## src/rtl/btb_write.sv

```systemverilog
// rtl/btb_write.sv - 2-way, 8-set BTB storage: combinational read port, EX-side update, per-set LRU.
module btb_write (
    input  logic         clk,
    input  logic         rst_n,
    input  logic [2:0]   read_index,
    output logic [127:0] read_set,
    output logic [7:0]   LRU,
    input  logic         read_en,
    input  logic         next_LRU_read,
    input  logic         update_en,
    input  logic [31:0]  update_pc,
    input  logic [31:0]  update_target,
    input  logic         update_taken
);

    localparam logic [1:0] ST_WT = 2'b11;

    logic [127:0] sets_q [8];
    logic [127:0] sets_d [8];
    logic [7:0]   lru_q;
    logic [7:0]   lru_d;

    logic [2:0]   upd_idx;
    logic [26:0]  upd_tag;
    logic [63:0]  way1, way2, hit_entry, new_entry;
    logic         hit1, hit2, hit, alloc_way, wr_way, wr_en;
    logic [1:0]   nxt_state;

    function automatic logic [1:0] next_state(input logic [1:0] s, input logic taken);
        logic [1:0] n;
        if (taken) n = (s == 2'b00) ? 2'b01 : 2'b10;
        else       n = (s == 2'b10) ? 2'b11 : 2'b00;
        return n;
    endfunction

    assign read_set = sets_q[read_index];
    assign LRU      = lru_q;

    assign upd_idx   = update_pc[4:2];
    assign upd_tag   = update_pc[31:5];
    assign way1      = sets_q[upd_idx][127:64];
    assign way2      = sets_q[upd_idx][63:0];
    assign hit1      = way1[63] && (way1[62:36] == upd_tag);
    assign hit2      = way2[63] && (way2[62:36] == upd_tag);
    assign hit       = hit1 || hit2;
    assign hit_entry = hit1 ? way1 : way2;
    assign nxt_state = next_state(hit_entry[3:2], update_taken);

    // Fill an invalid way first; once both are valid, evict the way not used most recently.
    assign alloc_way = !way1[63] ? 1'b0 : (!way2[63] ? 1'b1 : ~lru_q[upd_idx]);
    assign wr_way    = hit ? ~hit1 : alloc_way;
    assign wr_en     = update_en && (hit || update_taken);

    always_comb begin
        new_entry = '0;
        if (hit) begin
            new_entry = {1'b1, upd_tag,
                         update_taken ? update_target : hit_entry[35:4],
                         nxt_state, 2'b00};
        end else begin
            new_entry = {1'b1, upd_tag, update_target, ST_WT, 2'b00};
        end
    end

    always_comb begin
        for (int i = 0; i < 8; i++) sets_d[i] = sets_q[i];
        lru_d = lru_q;
        if (read_en) lru_d[read_index] = next_LRU_read;
        // The EX update belongs to the older instruction, so it overrides the IF LRU write.
        if (wr_en) begin
            lru_d[upd_idx] = wr_way;
            if (wr_way) sets_d[upd_idx][63:0]   = new_entry;
            else        sets_d[upd_idx][127:64] = new_entry;
        end
    end

    always_ff @(posedge clk or negedge rst_n) begin
        if (!rst_n) begin
            for (int i = 0; i < 8; i++) sets_q[i] <= '0;
            lru_q <= '0;
        end else begin
            for (int i = 0; i < 8; i++) sets_q[i] <= sets_d[i];
            lru_q <= lru_d;
        end
    end

endmodule

```

## config.mk

```make
export PLATFORM = sky130hd
export DESIGN_NAME = btb_write
export DESIGN_NICKNAME = d
export VERILOG_FILES = /design/src/rtl/btb_write.sv
export SDC_FILE = /design/constraint.sdc
export NUM_CORES = 2
export LEC_CHECK = 0
export CORE_MARGIN = 2
export CORE_UTILIZATION = 60
export CTS_CLUSTER_DIAMETER = 30
export DETAILED_ROUTE_END_ITERATION = 10
export GPL_ROUTABILITY_DRIVEN = 0
export HOLD_SLACK_MARGIN = 0.12
export PLACE_DENSITY = 0.89
export SYNTH_ARGS = -nofsm -noshare
export SYNTH_HDL_FRONTEND = slang
export SYNTH_SLANG_ARGS = --single-unit
```

## constraint.sdc

```tcl
create_clock -name clk -period 4 [get_ports clk]
set_input_delay 0.8 -clock clk [delete_from_list [all_inputs] [get_ports clk]]
set_output_delay 0.8 -clock clk [all_outputs]
set_load 0.02 [all_outputs]
```

==> out/summary.txt, run 1 <==
outcome -> aborted with a tool error
Stopped at -> 5_1_grt
error msg -> [ERROR GRT-0232] Routing congestion too high. Check the congestion heatmap in the GUI.
port bufs -> 202
Num Clock Sinks -> 1000
#FFs+latches synth -> 1000
dpl hpwl -> 113000 um
I/O Pins -> 209
Root Buffer -> clkbuf_16
gr ovfl total -> 1
Synth Instances -> 4421
largest net degree at the start of global routing -> 89
initial core utilization -> 60.32%
Setup WS pre-CTS -> -1.022 ns
Yosys cell types -> 73
H-tree depth -> 4
CTS buffer count -> 166
Cells after DPL -> 5731
Post-Syn Area -> 0.05217 mm^2
Primary FF master, synth -> dfrtp_1
number of synthesized flops with an enable pin -> 0
sequential share of the synthesized area -> 47.97%
Avg Cell Area, Syn -> 11.80 um^2
Max Root-Sink Buffers -> 3
Die Ht -> 298.9 um
num rows -> 108
width of the die -> 298.9 um
GRT Util Overall -> 77.60%
Synth Warn # -> 0
Async S/R FF share, synth -> 100.0%
Yosys cell counts (all sizes together), types with 22 or more instances:
cell / instances / area, um^2
mux4: 306 / 6892
nand2: 641 / 2406
xnor2: 23 / 201.4
o22ai: 168 / 1201
nand2b: 22 / 137.6
o21ai: 623 / 3129
buf: 201 / 1006
nor2: 54 / 210.2
a22oi: 54 / 405.4
dfrtp: 1000 / 25020
nor4: 36 / 240.2
a21oi: 67 / 342.8
mux2i: 145 / 1451
mux2: 592 / 6666
o221ai: 36 / 315.3
clkbuf: 249 / 934.7
per-layer routing:
metal,overflow,track usage [%]
met1,0,73.44
met2,0,87.29
met3,0,76.27
met4,1,71.05
met5,0,66.72
through the flow:
step / area, um^2 / hold slack (ns) / utilization (%)
2_1_floorplan: 52460 / 0.4461 / -
3_3_place_gp: 58330 / 0.4681 / 67.45
3_5_place_dp: 58330 / 0.4757 / 67.45
4_1_cts: 64620 / 0.5036 / 74.73
repair_timing:
action / 4_1_cts
gates cloned: 5
buffers inserted: 11
hold buffers: 1
pin swaps: 15
hold endpoints to repair: 9
resized for setup: 51
setup endpoints to repair: 990
logic make-up after synthesis:
kind of cell	count (synthesis)	synth area share, %
compound gates	1041	11.92
xor+xnor	39	0.6548
buf+inv	457	3.770
flops	1000	47.97
mux	1043	28.77
other cells	1	0.007188
simple gates	840	6.905
==> inputs of run 2 (changes only) <==
==> config.mk (replaced) <==
export PLATFORM = sky130hd
export DESIGN_NAME = btb_write
export DESIGN_NICKNAME = d
export VERILOG_FILES = /design/src/rtl/btb_write.sv
export SDC_FILE = /design/constraint.sdc
export NUM_CORES = 2
export LEC_CHECK = 0
export CORE_MARGIN = 2
export CORE_UTILIZATION = 40
export DETAILED_ROUTE_END_ITERATION = 10
export GPL_ROUTABILITY_DRIVEN = 0
export PLACE_DENSITY_LB_ADDON = 0.15
export SYNTH_ARGS = -nofsm -noshare
export SYNTH_HDL_FRONTEND = slang
export SYNTH_SLANG_ARGS = --single-unit
==> out/summary.txt, run 2 <==
most common cell in the netlist -> dfrtp_1 (unchanged)
final total power -> 40.12 mW
Num Clock Sinks -> 1000 (unchanged)
Final min period -> 3.921 ns
first-pass GRT wire length -> 276800 um
H-tree depth -> 3 (was 4)
part of the power in registers -> 42.3%
Tightest Pin Transition -> 0.8445 ns
max FFs per register -> 992
Setup WS pre-CTS -> -1.023 ns (was -1.022 ns)
number of synthesized flops with an enable pin -> 0 (unchanged)
Hold Path Class -> in2async
Critical Path Source -> sets_q[301]
gr ovfl total -> 0
largest net degree at the start of global routing -> 88
worst reg2reg path depth -> 12
Post-Route WL -> 186500 um
num rows -> 132 (was 108)
# setup viols final -> 0
most common cell after layout, fill and taps aside -> dfrtp_1
outcome -> finished, final reports clean (was aborted with a tool error)
Yosys cell types -> 73 (unchanged)
Root Buffer -> clkbuf_16 (unchanged)
port bufs -> 202 (unchanged)
initial core utilization -> 40.29% (was 60.32%)
fin. max-slew vios -> 0
worst setup margin -> 0.07910 ns
CTS buffer count -> 113 (was 166)
TritonRoute pass-1 iters -> 5
Vias/cell -> 5.940
ranking of synthesized cells by area -> dfrtp_1, mux4_2, mux2_2 (unchanged)
Largest Register -> sets_q
Post-Syn Area -> 0.05217 mm^2 (unchanged)
ratio of cells with drive above 1 in the final layout -> 34.29%
Worst Path Max Fanout -> 27
Clock power frac -> 27.4%
Comb pwr share -> 30.3%
Avg Cell Area, Syn -> 11.80 um^2 (unchanged)
Worst-Skew Late Latency -> 0.76 ns
CP Capture Type -> flop
dpl hpwl -> 125500 um (was 113000 um)
maximum vdd drop -> 0.3537 mV
Final Hold Viols -> 0
reg2reg setup slack -> 0.08 ns
CP required -> 4.59 ns
WP data arrival -> 4.51 ns
Nets -> 4869
Max Clock Freq -> 0.2550 GHz
CTS Hold Bufs -> 0 (was 1)
I/O Pins -> 209 (unchanged)
CTS tree -> built
number of global-route vias before repair -> 39804
width of the die -> 365.1 um (was 298.9 um)
Max Root-Sink Buffers -> 3 (unchanged)
element type at the critical path start -> flop
worst r2r src -> sets_q[301]
Synth Instances -> 4421 (unchanged)
WL per Instance -> 28.11 um
area grow syn2layout -> 23.42%
RSZ-0062 raised after global routing -> no
sequential share of the synthesized area -> 47.97% (unchanged)
WS Path Type -> reg2reg
Synth Warn # -> 0 (unchanged)
# DRC -> 0
area share of the largest cell type after synthesis -> 47.97% (unchanged)
biggest area consumer among synthesized cells -> dfrtp_1 (unchanged)
die area -> 0.1333 mm^2
synth cell count leaders -> dfrtp_1, nand2_1, mux2_2 (unchanged)
Core Area -> 0.1295 mm^2
Worst Clk Skew -> 0.03950 ns
final instance area -> 0.06438 mm^2
initial antenna violation count -> 3
Critical R2R Capture -> sets_q[288]
via count -> 39421
Antenna Nets Post-Route -> 0
#FFs+latches synth -> 1000 (unchanged)
1st-iter DRT viols -> 3416
CP endpoint -> sets_q[288]
Net Sw Power -> 13.01 mW
Async S/R FF share, synth -> 100.0% (unchanged)
max_cap viols -> 0
Int Power -> 27.11 mW
DP Area -> 0.05997 mm^2 (was 0.05833 mm^2)
Sw Share -> 32.43%
Worst slew margin -> 43.70%
most frequent cells in the layout -> dfrtp_1, nand2_1, mux2_2
GRT Util Overall -> 28.03%
Die Ht -> 365.1 um (was 298.9 um)
Primary FF master, synth -> dfrtp_1 (unchanged)
P per Cell Area -> 623.2 mW/mm^2
Reg clk slew, reported paths -> 0.06 ns
Period Utilization, post-route -> 98.02%
P_leak -> 28.37 nW
==> run 2: power by group through the flow <==
stage	registers (mW)	logic (mW)	clock network, mW
floorplan	15.9	8.20	0
global placement	16.9	12.0	0
detailed placement	17.0	12.2	0
CTS	16.8	12.3	11.2
global route	17.4	13.2	11.6
finish	17.0	12.1	11.0
==> run 2: layout make-up <==
class                      count  area [um^2]
sequential                  1000        25020
tap                         1742         2180
multi-input combinational   2967        25550
clock inverter                46        536.8
clock buffer                 166         3379
inverter                       7        27.53
fill                       11615        65100
antenna                        1        2.502
timing repair buffer         707         7679
==> run 2: worst min-delay path by stage <==
stage / start / end / slack (ns) / cells past startpoint
finish: rst_n / sets_q[981] / 0.08 / 1
global route: rst_n / sets_q[981] / 0.1 / 1
CTS: rst_n / sets_q[981] / 0.08 / 1
detailed placement: sets_q[383] / sets_q[383] / 0.48 / 1
global placement: sets_q[511] / sets_q[511] / 0.47 / 1
floorplan: sets_q[191] / sets_q[191] / 0.45 / 1
==> run 2: logic make-up after synthesis <==
kind of cell / Yosys count / share of synthesized area (%)
AOI/OAI and AO/OA: 1041 / 11.92
xor gates and xnor gates: 39 / 0.6548
buffers and inverters: 457 / 3.770
DFF: 1000 / 47.97
muxes: 1043 / 28.77
other: 1 / 0.007188
and+or+nand+nor: 840 / 6.905
==> run 2: stage by stage <==
step	cells	TNS [ns]	util (%)	hold WS [ns]
3_5_place_dp	6401	-812.20	46.31	0.4769
4_1_cts	6621	0	49.55	0.07887
3_3_place_gp	6401	-822.14	46.31	0.4717
6_report	6636	0	49.72	0.07551
5_1_grt	6635	0	49.72	0.09596
2_1_floorplan	4424	-0.02173	-	0.4461
==> run 2: what timing repair did <==
item	in CTS	in global routing
resized for setup	25	10
buffers inserted	7	14
endpoints found under the setup margin	696	499
pin swaps	4	14
gates cloned	1	0
==> run 2: layer usage <==
metal  up-vias  wire length (um)  GRT usage, %  part of all wire (%)
met5         -                10             0                0.0054
met4         2              6303         8.981                   3.4
met3       310             11040         4.078                   5.9
met2      1394             89230         45.63                    48
met1     20544             79950         38.66                    43
li1      17171                 -             -                     -
==> run 2: critical path: stages (launching register included) <==
cell and delay [ns]:
dfrtp_1 0.40, mux4_2 0.49, mux2i_2 0.22, buf_4 0.17, xnor2_1 0.14, o2111ai_2 0.20, or4_4 0.58, or2_1 0.30
buf_12 0.19, nor4_1 0.34, a21oi_1 0.12, o22ai_4 0.37, o21ai_0 0.19
Power figures use the tool's default switching activity.
